**src/rtl/link_sta_pkg.sv**
```systemverilog
// Shared definitions for the 10G link statistics collector: default geometry,
// counter index map and snapshot FSM encoding.
package link_sta_pkg;

    localparam int unsigned STA_NUM_CNT    = 32'd16;
    localparam int unsigned STA_ADDR_WIDTH = 32'd4;
    localparam int unsigned STA_CNT_WIDTH  = 32'd64;

    localparam int unsigned STA_RX_FRM       = 32'd0;
    localparam int unsigned STA_TX_FRM       = 32'd1;
    localparam int unsigned STA_RX_CRC_ERR   = 32'd2;
    localparam int unsigned STA_RX_LANE_ERR  = 32'd3;
    localparam int unsigned STA_RX_ALIGN_ERR = 32'd4;
    localparam int unsigned STA_TX_UNDERRUN  = 32'd5;

    localparam logic [1:0] ST_IDLE = 2'd0;
    localparam logic [1:0] ST_WALK = 2'd1;
    localparam logic [1:0] ST_DONE = 2'd2;

endpackage

```
**src/rtl/link_sta_timer.sv**
```systemverilog
// Free-running period counter for automatic snapshots. tc is high for the
// single cycle in which the count sits at PERIOD_CYC-1; PERIOD_CYC=0 disables it.
module link_sta_timer #(
    parameter int unsigned PERIOD_CYC = 32'd156_250_000
) (
    input  logic clk,
    input  logic rst_n,
    output logic tc
);

    generate
        if (PERIOD_CYC == 32'd0) begin : g_off
            assign tc = 1'b0;
        end else begin : g_on
            localparam int unsigned TW = (PERIOD_CYC > 32'd1) ? $clog2(PERIOD_CYC) : 32'd1;
            localparam logic [TW-1:0] LAST = TW'(PERIOD_CYC - 32'd1);

            logic [TW-1:0] cnt_r;

            // Period counter, wraps at terminal count regardless of snapshot requests
            always_ff @(posedge clk or negedge rst_n) begin
                if (!rst_n) begin
                    cnt_r <= '0;
                end else if (cnt_r == LAST) begin
                    cnt_r <= '0;
                end else begin
                    cnt_r <= cnt_r + TW'(1);
                end
            end

            assign tc = (cnt_r == LAST);
        end
    endgenerate

endmodule

```
**src/rtl/link_sta_collector.sv**
```systemverilog
// Link event counters with a snapshot walker that copies every counter, in
// index order, into the statistics mirror RAM on request or on the period timer.
module link_sta_collector
    import link_sta_pkg::*;
#(
    parameter int unsigned NUM_CNT     = STA_NUM_CNT,
    parameter int unsigned ADDR_WIDTH  = STA_ADDR_WIDTH,
    parameter int unsigned CNT_WIDTH   = STA_CNT_WIDTH,
    parameter int unsigned PERIOD_CYC  = 32'd156_250_000,
    parameter int unsigned CLR_ON_SNAP = 32'd0,
    parameter int unsigned SATURATE    = 32'd1
) (
    input  logic                  clk,
    input  logic                  rst_n,
    input  logic [NUM_CNT-1:0]    evt,
    input  logic                  cnt_clr,
    input  logic                  snap_req,
    output logic                  snap_busy,
    output logic                  snap_done,
    output logic                  sta_wr_en,
    output logic [ADDR_WIDTH-1:0] sta_wr_addr,
    output logic [CNT_WIDTH-1:0]  sta_wr_data
);

    localparam logic [ADDR_WIDTH-1:0] LAST_IDX = ADDR_WIDTH'(NUM_CNT - 32'd1);
    localparam logic [CNT_WIDTH-1:0]  CNT_MAX  = {CNT_WIDTH{1'b1}};
    localparam logic [CNT_WIDTH-1:0]  CNT_ONE  = CNT_WIDTH'(1);

    logic [CNT_WIDTH-1:0]  cnt_r     [NUM_CNT];
    logic [CNT_WIDTH-1:0]  cnt_nxt_s [NUM_CNT];
    logic [1:0]            state_r;
    logic [1:0]            state_nxt_s;
    logic [ADDR_WIDTH-1:0] idx_r;
    logic [ADDR_WIDTH-1:0] idx_nxt_s;
    logic                  pending_r;
    logic                  pending_nxt_s;
    logic                  tc_s;
    logic                  trig_s;
    logic [CNT_WIDTH-1:0]  wr_data_nxt_s;

    function automatic logic [CNT_WIDTH-1:0] cnt_inc(input logic [CNT_WIDTH-1:0] v);
        logic [CNT_WIDTH-1:0] r;
        if ((SATURATE != 32'd0) && (v == CNT_MAX)) begin
            r = v;
        end else begin
            r = v + CNT_ONE;
        end
        return r;
    endfunction

    link_sta_timer #(
        .PERIOD_CYC (PERIOD_CYC)
    ) u_timer (
        .clk   (clk),
        .rst_n (rst_n),
        .tc    (tc_s)
    );

    assign trig_s = snap_req | tc_s;

    // Counter update: clear beats snapshot-restart beats increment
    always_comb begin
        for (int i = 0; i < NUM_CNT; i++) begin
            cnt_nxt_s[i] = cnt_r[i];
            if (cnt_clr) begin
                cnt_nxt_s[i] = '0;
            end else if ((CLR_ON_SNAP != 32'd0) && (state_r == ST_WALK) &&
                         (idx_r == ADDR_WIDTH'(i))) begin
                cnt_nxt_s[i] = evt[i] ? CNT_ONE : '0;
            end else if (evt[i]) begin
                cnt_nxt_s[i] = cnt_inc(cnt_r[i]);
            end else begin
                cnt_nxt_s[i] = cnt_r[i];
            end
        end
    end

    // Snapshot FSM next state; triggers during a walk coalesce into one pending rerun
    always_comb begin
        state_nxt_s   = state_r;
        idx_nxt_s     = idx_r;
        pending_nxt_s = pending_r;
        case (state_r)
            ST_IDLE: begin
                pending_nxt_s = 1'b0;
                idx_nxt_s     = '0;
                if (trig_s) begin
                    state_nxt_s = ST_WALK;
                end else begin
                    state_nxt_s = ST_IDLE;
                end
            end
            ST_WALK: begin
                pending_nxt_s = pending_r | trig_s;
                if (idx_r == LAST_IDX) begin
                    state_nxt_s = ST_DONE;
                    idx_nxt_s   = '0;
                end else begin
                    state_nxt_s = ST_WALK;
                    idx_nxt_s   = idx_r + ADDR_WIDTH'(1);
                end
            end
            ST_DONE: begin
                pending_nxt_s = 1'b0;
                idx_nxt_s     = '0;
                if (pending_r || trig_s) begin
                    state_nxt_s = ST_WALK;
                end else begin
                    state_nxt_s = ST_IDLE;
                end
            end
            default: begin
                state_nxt_s   = ST_IDLE;
                idx_nxt_s     = '0;
                pending_nxt_s = 1'b0;
            end
        endcase
    end

    // Write-data select from next counter values so the registered output
    // shows the entry as it stood before the write cycle's own update
    always_comb begin
        wr_data_nxt_s = '0;
        for (int i = 0; i < NUM_CNT; i++) begin
            wr_data_nxt_s = (idx_nxt_s == ADDR_WIDTH'(i)) ? cnt_nxt_s[i] : wr_data_nxt_s;
        end
    end

    // Counter array storage
    always_ff @(posedge clk or negedge rst_n) begin
        if (!rst_n) begin
            for (int i = 0; i < NUM_CNT; i++) begin
                cnt_r[i] <= '0;
            end
        end else begin
            for (int i = 0; i < NUM_CNT; i++) begin
                cnt_r[i] <= cnt_nxt_s[i];
            end
        end
    end

    // FSM state and registered outputs, all loaded from the same next-state view
    always_ff @(posedge clk or negedge rst_n) begin
        if (!rst_n) begin
            state_r     <= ST_IDLE;
            idx_r       <= '0;
            pending_r   <= 1'b0;
            snap_busy   <= 1'b0;
            snap_done   <= 1'b0;
            sta_wr_en   <= 1'b0;
            sta_wr_addr <= '0;
            sta_wr_data <= '0;
        end else begin
            state_r     <= state_nxt_s;
            idx_r       <= idx_nxt_s;
            pending_r   <= pending_nxt_s;
            snap_busy   <= (state_nxt_s != ST_IDLE);
            snap_done   <= (state_nxt_s == ST_DONE);
            sta_wr_en   <= (state_nxt_s == ST_WALK);
            sta_wr_addr <= (state_nxt_s == ST_WALK) ? idx_nxt_s : '0;
            sta_wr_data <= (state_nxt_s == ST_WALK) ? wr_data_nxt_s : '0;
        end
    end

endmodule

```
**config.mk**
```make
export PLATFORM = sky130hd
export DESIGN_NAME = link_sta_collector
export DESIGN_NICKNAME = d
export VERILOG_FILES = /design/src/rtl/link_sta_pkg.sv /design/src/rtl/link_sta_timer.sv /design/src/rtl/link_sta_collector.sv
export SDC_FILE = /design/constraint.sdc
export NUM_CORES = 2
export LEC_CHECK = 0
export CAP_MARGIN = 10
export CORE_ASPECT_RATIO = 0.7
export CORE_UTILIZATION = 35
export DETAILED_ROUTE_END_ITERATION = 12
export PLACE_DENSITY_LB_ADDON = 0.15
export SYNTH_ARGS = -nofsm -noshare
export SYNTH_HDL_FRONTEND = slang
export SYNTH_SLANG_ARGS = --single-unit
```
**constraint.sdc**
```tcl
create_clock -name clk -period 5.1 [get_ports clk]
set_input_delay 0.765 -clock clk [delete_from_list [all_inputs] [get_ports clk]]
set_output_delay 0.765 -clock clk [all_outputs]
set_load 0.01 [all_outputs]
```
## Word-level counts from Yosys, hierarchy flattened

Index checks and enable logic that the tools add are counted.

- Reductions and logical operators: 4
- Bitwise logic cells: 2
- $add $sub $neg: 18
- Equality and inequality tests: 37
- Multiplexer cells: 74

Operator list:

| kind | number |
|---|---|
| two-way mux 64 bit | 65 |
| adder 64 x 1 -> 64 bit (second input constant) | 16 |
| equality test 64 bit (second input constant) | 16 |
| equality test 4 bit (second input constant) | 9 |
| adder 28 x 1 -> 28 bit (second input constant) | 1 |
| equality test 28 bit (second input constant) | 1 |
| two-way mux 28 bit | 1 |
| equality test 4 x 3 -> 1 bit (second input constant) | 4 |
| two-way mux 4 bit | 3 |
| equality test 4 x 2 -> 1 bit (second input constant) | 2 |
| case mux 2 bit (3 select lines) | 1 |
| adder 4 x 1 -> 4 bit (second input constant) | 1 |
| equality test 2 x 1 -> 1 bit (second input constant) | 2 |
| equality test 2 bit (second input constant) | 2 |
| equality test 4 x 1 -> 1 bit (second input constant) | 1 |
| zero test 4 bit | 1 |
| two-way mux 1 bit | 3 |
| zero test 2 bit | 1 |
| two-way mux 2 bit | 1 |
| bitwise OR 1 bit | 2 |
| nonzero test 2 bit | 1 |
| logical OR 1 bit | 1 |

- Input port bits: 20
- Register bits after elaboration: 1130
- Logic and storage cells: 160
- Output and inout port bits: 71

## Depth between registers and ports, before layout

- Depth after elaboration: 21
- Mapped depth: 15
- Depth with buffers taken out: 12

## Cells and area by module

Synthesis repeated with hierarchy kept, for this count alone.

- Cell total of the unflattened synthesis: 7520
- Area total of the unflattened synthesis: 65552.9 um^2

Modules (own cells, without submodules):

| module | sequential area each (um^2) | times used | area each (um^2) | cells each |
|---|---|---|---|---|
| link_sta_collector | 27576.4 | 1 | 64172.8 | 7396 |
| link_sta_timer | 700.7 | 1 | 1380.1 | 124 |

## Worst setup path before layout

Ideal clock, no wire load.

- Path type: input to register
- Start point: in evt[7]
- End point: reg sta_wr_data[62]
- Stages on the path: 10
- Arrival time: 3.152 ns
- Buffers on the path: 1
- Data required time: 4.967 ns
- Setup time: 0.133 ns
- Path slack: 1.815 ns
- Cell sequence: clkbuf_1 nand4_1 nor4_1 nand2_1 a2111oi_0 nor3b_1 xnor2_1 o21ai_0 a2111oi_0 nor2_1

- Longest elaborated chain between the ends: 12

Ends and longest elaborated chain:

| element | RTL line | text |
|---|---|---|
| start: declaration | link_sta_collector.sv:15 | `input logic [NUM_CNT-1:0] evt,` |
| two-way mux 64 bit | link_sta_collector.sv:70 | `end else if (evt[i]) begin` |
| two-way mux 64 bit | link_sta_collector.sv:65 | `if (cnt_clr) begin` |
| two-way mux 64 bit (9 in a row) | link_sta_collector.sv:125 | `wr_data_nxt_s = (idx_nxt_s == ADDR_WIDTH'(i)) ? cnt_nxt_s[i] : wr_data_nxt_s;` |
| two-way mux 64 bit | link_sta_collector.sv:161 | `sta_wr_data <= (state_nxt_s == ST_WALK) ? wr_data_nxt_s : '0;` |
| end signal: assignment | link_sta_collector.sv:161 |  |
| end: declaration | link_sta_collector.sv:22 | `output logic [CNT_WIDTH-1:0] sta_wr_data` |

Every way passes these cells.

## Worst setup path in the final report

- Start point: reg idx_r[0]
- End point: reg sta_wr_data[40]

- Longest elaborated chain between the ends: 21
- Elaborated cells between the ends (all ways): 40
- Classes of those cells: 1 x add/sub; 17 x eq/ne; 21 x mux; 1 x reduce/logical

Ends and longest elaborated chain:

| element | RTL line | text |
|---|---|---|
| start: declaration | link_sta_collector.sv:33 | `logic [ADDR_WIDTH-1:0] idx_r;` |
| start signal: assignment | link_sta_collector.sv:155 | `idx_r <= idx_nxt_s;` |
| adder 4 x 1 -> 4 bit / equality test 4 bit (equally long branches) | link_sta_collector.sv:100, link_sta_collector.sv:95 |  |
| two-way mux 4 bit | link_sta_collector.sv:95 | `if (idx_r == LAST_IDX) begin` |
| two-way mux 4 bit | link_sta_collector.sv:83 | `case (state_r)` |
| zero test 4 bit | link_sta_collector.sv:125 |  |
| two-way mux 64 bit (16 in a row) | link_sta_collector.sv:125 |  |
| two-way mux 64 bit (*) | link_sta_collector.sv:161 |  |

Mark *: on every way between the ends. The rest lies on a longest branch, timed or not.

==> metrics list <==
- The flow ran to the end, but the final reports show violations.
- The final reports fail on hold timing, setup timing.
- At the placement stage, the worst setup path has a slack of -0.270 ps.
- Of the total power, combinational logic draws 0.385.
* Worst-path maximum fanout: 9
- For this run, the register share of the synthesized area comes to 0.430.
- The worst register-to-register path has a depth of 9.
- For this block, the routed nets add up to 365000 um of wire.
- Antenna violations before repair: 37
- CTS clk-pin slew, worst paths: 70 ps
* Mux cell area share after synthesis: 0.00359
- Share of synthesized cell area in full adder, half adder and majority cells: 0.00342
* Count of clock tree sinks: 1130
- Measured along the x axis, the die boundary spans 520 um.
* Layout cell share with drive strength beyond 1: 0.0976
- CTS H-tree depth: 4
- Wire length of the first global-routing pass: 499000 um
- Total global routing overflow: 0
- Buffers inserted to repair hold after CTS numbered 0.
- Met1 Wirelength: 165000 um
- Worst slew margin: 0.0945
- Worst setup path startpoint: idx_r[0]
- For this run, the leading register cell type out of synthesis is dfrtp_1.
- Entering global routing, the biggest net connects 143 pins.
- After the last flow step, the layout net total stands at 7953.
* DRT Pass-1 Iters: 6
* Termination of the worst setup path: sta_wr_data[40]
- Setup repair after global routing left no endpoint under its margin.
- The worst setup path is launched from a flop.
- Max Cap Viol: 0
* Power spent charging and discharging nets: 13.6 mW
- #FFs+latches synth: 1130
- After detailed routing, the number of remaining DRC violations is 0.
- The tightest min-delay check is of the in2async type.
- From synthesis to final layout, the design area changed by 16.5%.
- The die covers 190000 um^2.
- For the pin with the worst max-slew slack, the measured transition is 1360 ps.
* Syn_area_per_cell: 8.68 um^2
- Worst EP required: 5700 ps
* Critical Path Sink Type: flop
- Minimum clock period after layout: 5180 ps
- Maximum buffer depth of the clock tree: 3
- For this run, the number of Yosys warnings is 0.
* Final count of negative-setup-slack endpoints: 2
- Measured along the y axis, the die boundary spans 365 um.
- For this run, asynchronously set or reset flops after synthesis account for 1.00.
* Static leakage power: 29.8 nW
- Clock tree from TritonCTS: built
* Number of post-CTS setup repair buffers: 0
- Switching Share: 0.427
- In the global route stage, overall resource usage came out at 0.378.
- Final Hold Fails: 1
- Routability Congestion: 1.09
- Max Used Layer: met5
- The share of total power dissipated in the clock network is 0.319.
* Number of slew-limit violations in the final report: 0
- Post-synthesis instance total: 7578
* Xor and xnor area share after synthesis: 0.129
* Routed wire per std cell: 34.8 um
* Total CTS buffers: 130
- The internal power of the cells totals 18.2 mW.
- For this design the top-level I/O count stands at 91.
- Startpoint-to-endpoint class of the critical path: reg2reg
- Once routing completed, OpenROAD measured the worst setup slack at -83.7 ps.
- Via count of the first global-routing pass: 59700
* Min Hold Slack: -19.1 ps
- Distinct cells, synth: 93
* Most used cells in the layout excluding fill and tap cells: nor2_1, dfrtp_1, xnor2_1
- For this run, the number of standard cells in the final layout without fillers is 10500.
- When the netlist entered floorplanning its net count stood at 7616.
* Detail-routed via count per cell: 6.28
* Combinational family with the most area after synthesis: simple AND/OR/NAND/NOR gates
- Synth Area in Simple Gates: 0.298
* Met2 WL post-DR: 134000 um
- Compound-gate portion of the synthesized area: 0.110
* Endpoint of the most critical register-to-register path: sta_wr_data[40]
* Cell area after synthesis: 65800 um^2
* Cells after DPL: 10300
- In this run the register-to-register setup slack is -80 ps.
* Final setup skew: 38.5 ps
* Cell at the root of the clock tree: clkbuf_16
- Post-CTS resize count: 0
* Remaining number of nets flagged by the antenna check after routing: 0
* Number of standard-cell rows in the floorplan: 132
* Initial standard-cell utilization of the core: 0.354
* Arr. time, crit path: 5780 ps
- Power Dens Cells: 415 nW/um^2
- The detailed router placed 65900 vias in this run.
- Leaving out fill and tap cells, the most frequent cell in the layout is nor2_1.
- Port buffering added 90 buffers.
* Sum of net half-perimeters after detailed placement: 289000 um
* VDD IR-drop max: 0.396 mV
- Maximum clock frequency: 0.193 GHz
- Of the available clock period, the critical path in the final layout requires 1.02.
* Met3 WL: 52500 um
* Reg-to-reg startpoint: idx_r[0]
* Total power draw: 31.8 mW
- The share of total power dissipated in sequential elements is 0.297.
- Clock insertion delay at the later pin of the skew report: 820 ps
- The total area inside the core boundary comes to 186000 um^2.
- Count of flip-flops with a built-in enable after synthesis: 0
* DR iter-0 viols: 10500
critical path, cell delays in order, from the launching register on:
cell       delay, ps
dfrtp_1          420
ha_1             310
nand3_1          210
nand3_1          550
or3_1            760
buf_4            360
o21a_1           460
o2111ai_1        470
nor4_1          1200
a2111oi_0        220
worst min-delay path by stage:
stage | start | to
after CTS | rst_n | cnt_r[578]
after floorplan | u_timer.g_on.cnt_r[0] | u_timer.g_on.cnt_r[0]
after global placement | u_timer.g_on.cnt_r[0] | u_timer.g_on.cnt_r[0]
after global routing | rst_n | cnt_r[593]
final | rst_n | cnt_r[593]
after detailed placement | u_timer.g_on.cnt_r[0] | u_timer.g_on.cnt_r[0]
synthesized netlist by cell type (18+ instances only):
master | number | area (um^2)
and4_1 | 136 | 1190
nand2b_1 | 22 | 138
a211oi_1 | 49 | 368
and2_1 | 130 | 813
inv_1 | 123 | 462
nand2_1 | 523 | 1960
or2_2 | 31 | 194
xnor2_1 | 522 | 4570
nor2_1 | 1411 | 5300
dfrtp_1 | 1130 | 28300
nor4_1 | 171 | 1070
nand3_1 | 439 | 2200
xor2_1 | 443 | 3880
o221ai_1 | 82 | 718
o221a_2 | 33 | 372
o2111ai_1 | 27 | 236
o21a_1 | 51 | 383
o22ai_1 | 96 | 601
a21oi_1 | 138 | 691
o31ai_1 | 33 | 248
or3_1 | 92 | 576
o211ai_1 | 64 | 480
and3_1 | 188 | 1180
nand4_1 | 382 | 2390
or4_1 | 50 | 375
o21ai_0 | 249 | 1250
ha_1 | 18 | 225
clkbuf_1 | 296 | 1110
mux2i_1 | 18 | 180
nor3_1 | 279 | 1400
a31oi_1 | 31 | 194
cell type report:
cell class / instances / area [um^2]
inverter: 126 / 475
antenna: 13 / 32.5
fill: 18800 / 109000
clock inverter: 43 / 551
timing repair buffer: 527 / 4440
sequential: 1130 / 28300
clock buffer: 187 / 3860
multi-input combinational: 6000 / 35900
tap: 2479 / 3100
sequential cells by signal, indices dropped and copies added (netlist names), 2 cells and up:
name	flops
sta_wr_addr	4
cnt_r	1024
idx_r	4
state_r	2
u_timer.g_on.cnt_r	28
sta_wr_data	64
cells by family (layout without fill, tap and decap cells):
logic type                 count (synthesis)  after routing
xor gates and xnor gates                 966            966
and+or+nand+nor                         3945           3945
AOI/OAI and AO/OA                       1048           1048
muxes                                     23             23
DFF                                     1130           1130
adders and majority gates                 18             18
other                                      0             13
buffers and inverters                    448            883
stage by stage:
step	area, um^2	TNS [ps]	util
floorplan	65800	0	-
global placement	72200	0	0.389
detailed placement	72200	-0.270	0.389
CTS	76600	0	0.412
global route	76600	0	0.412
finish	76700	-98.9	0.413
power by group through the flow:
stage,Combinational (mW),Sequential [mW],Clock (mW)
after floorplan,3.83,9.55,0
after global placement,11.4,9.60,0
after detailed placement,11.3,9.60,0
after CTS,11.4,9.44,10.2
after global routing,11.9,9.43,10.6
final,12.2,9.44,10.1
routing by layer:
layer	global-route usage	vias to the layer above
met5	0	-
met4	0.120	20
li1	-	27900
met1	0.562	33400
met2	0.475	3983
met3	0.162	591
(Power assumes the default switching activity.)
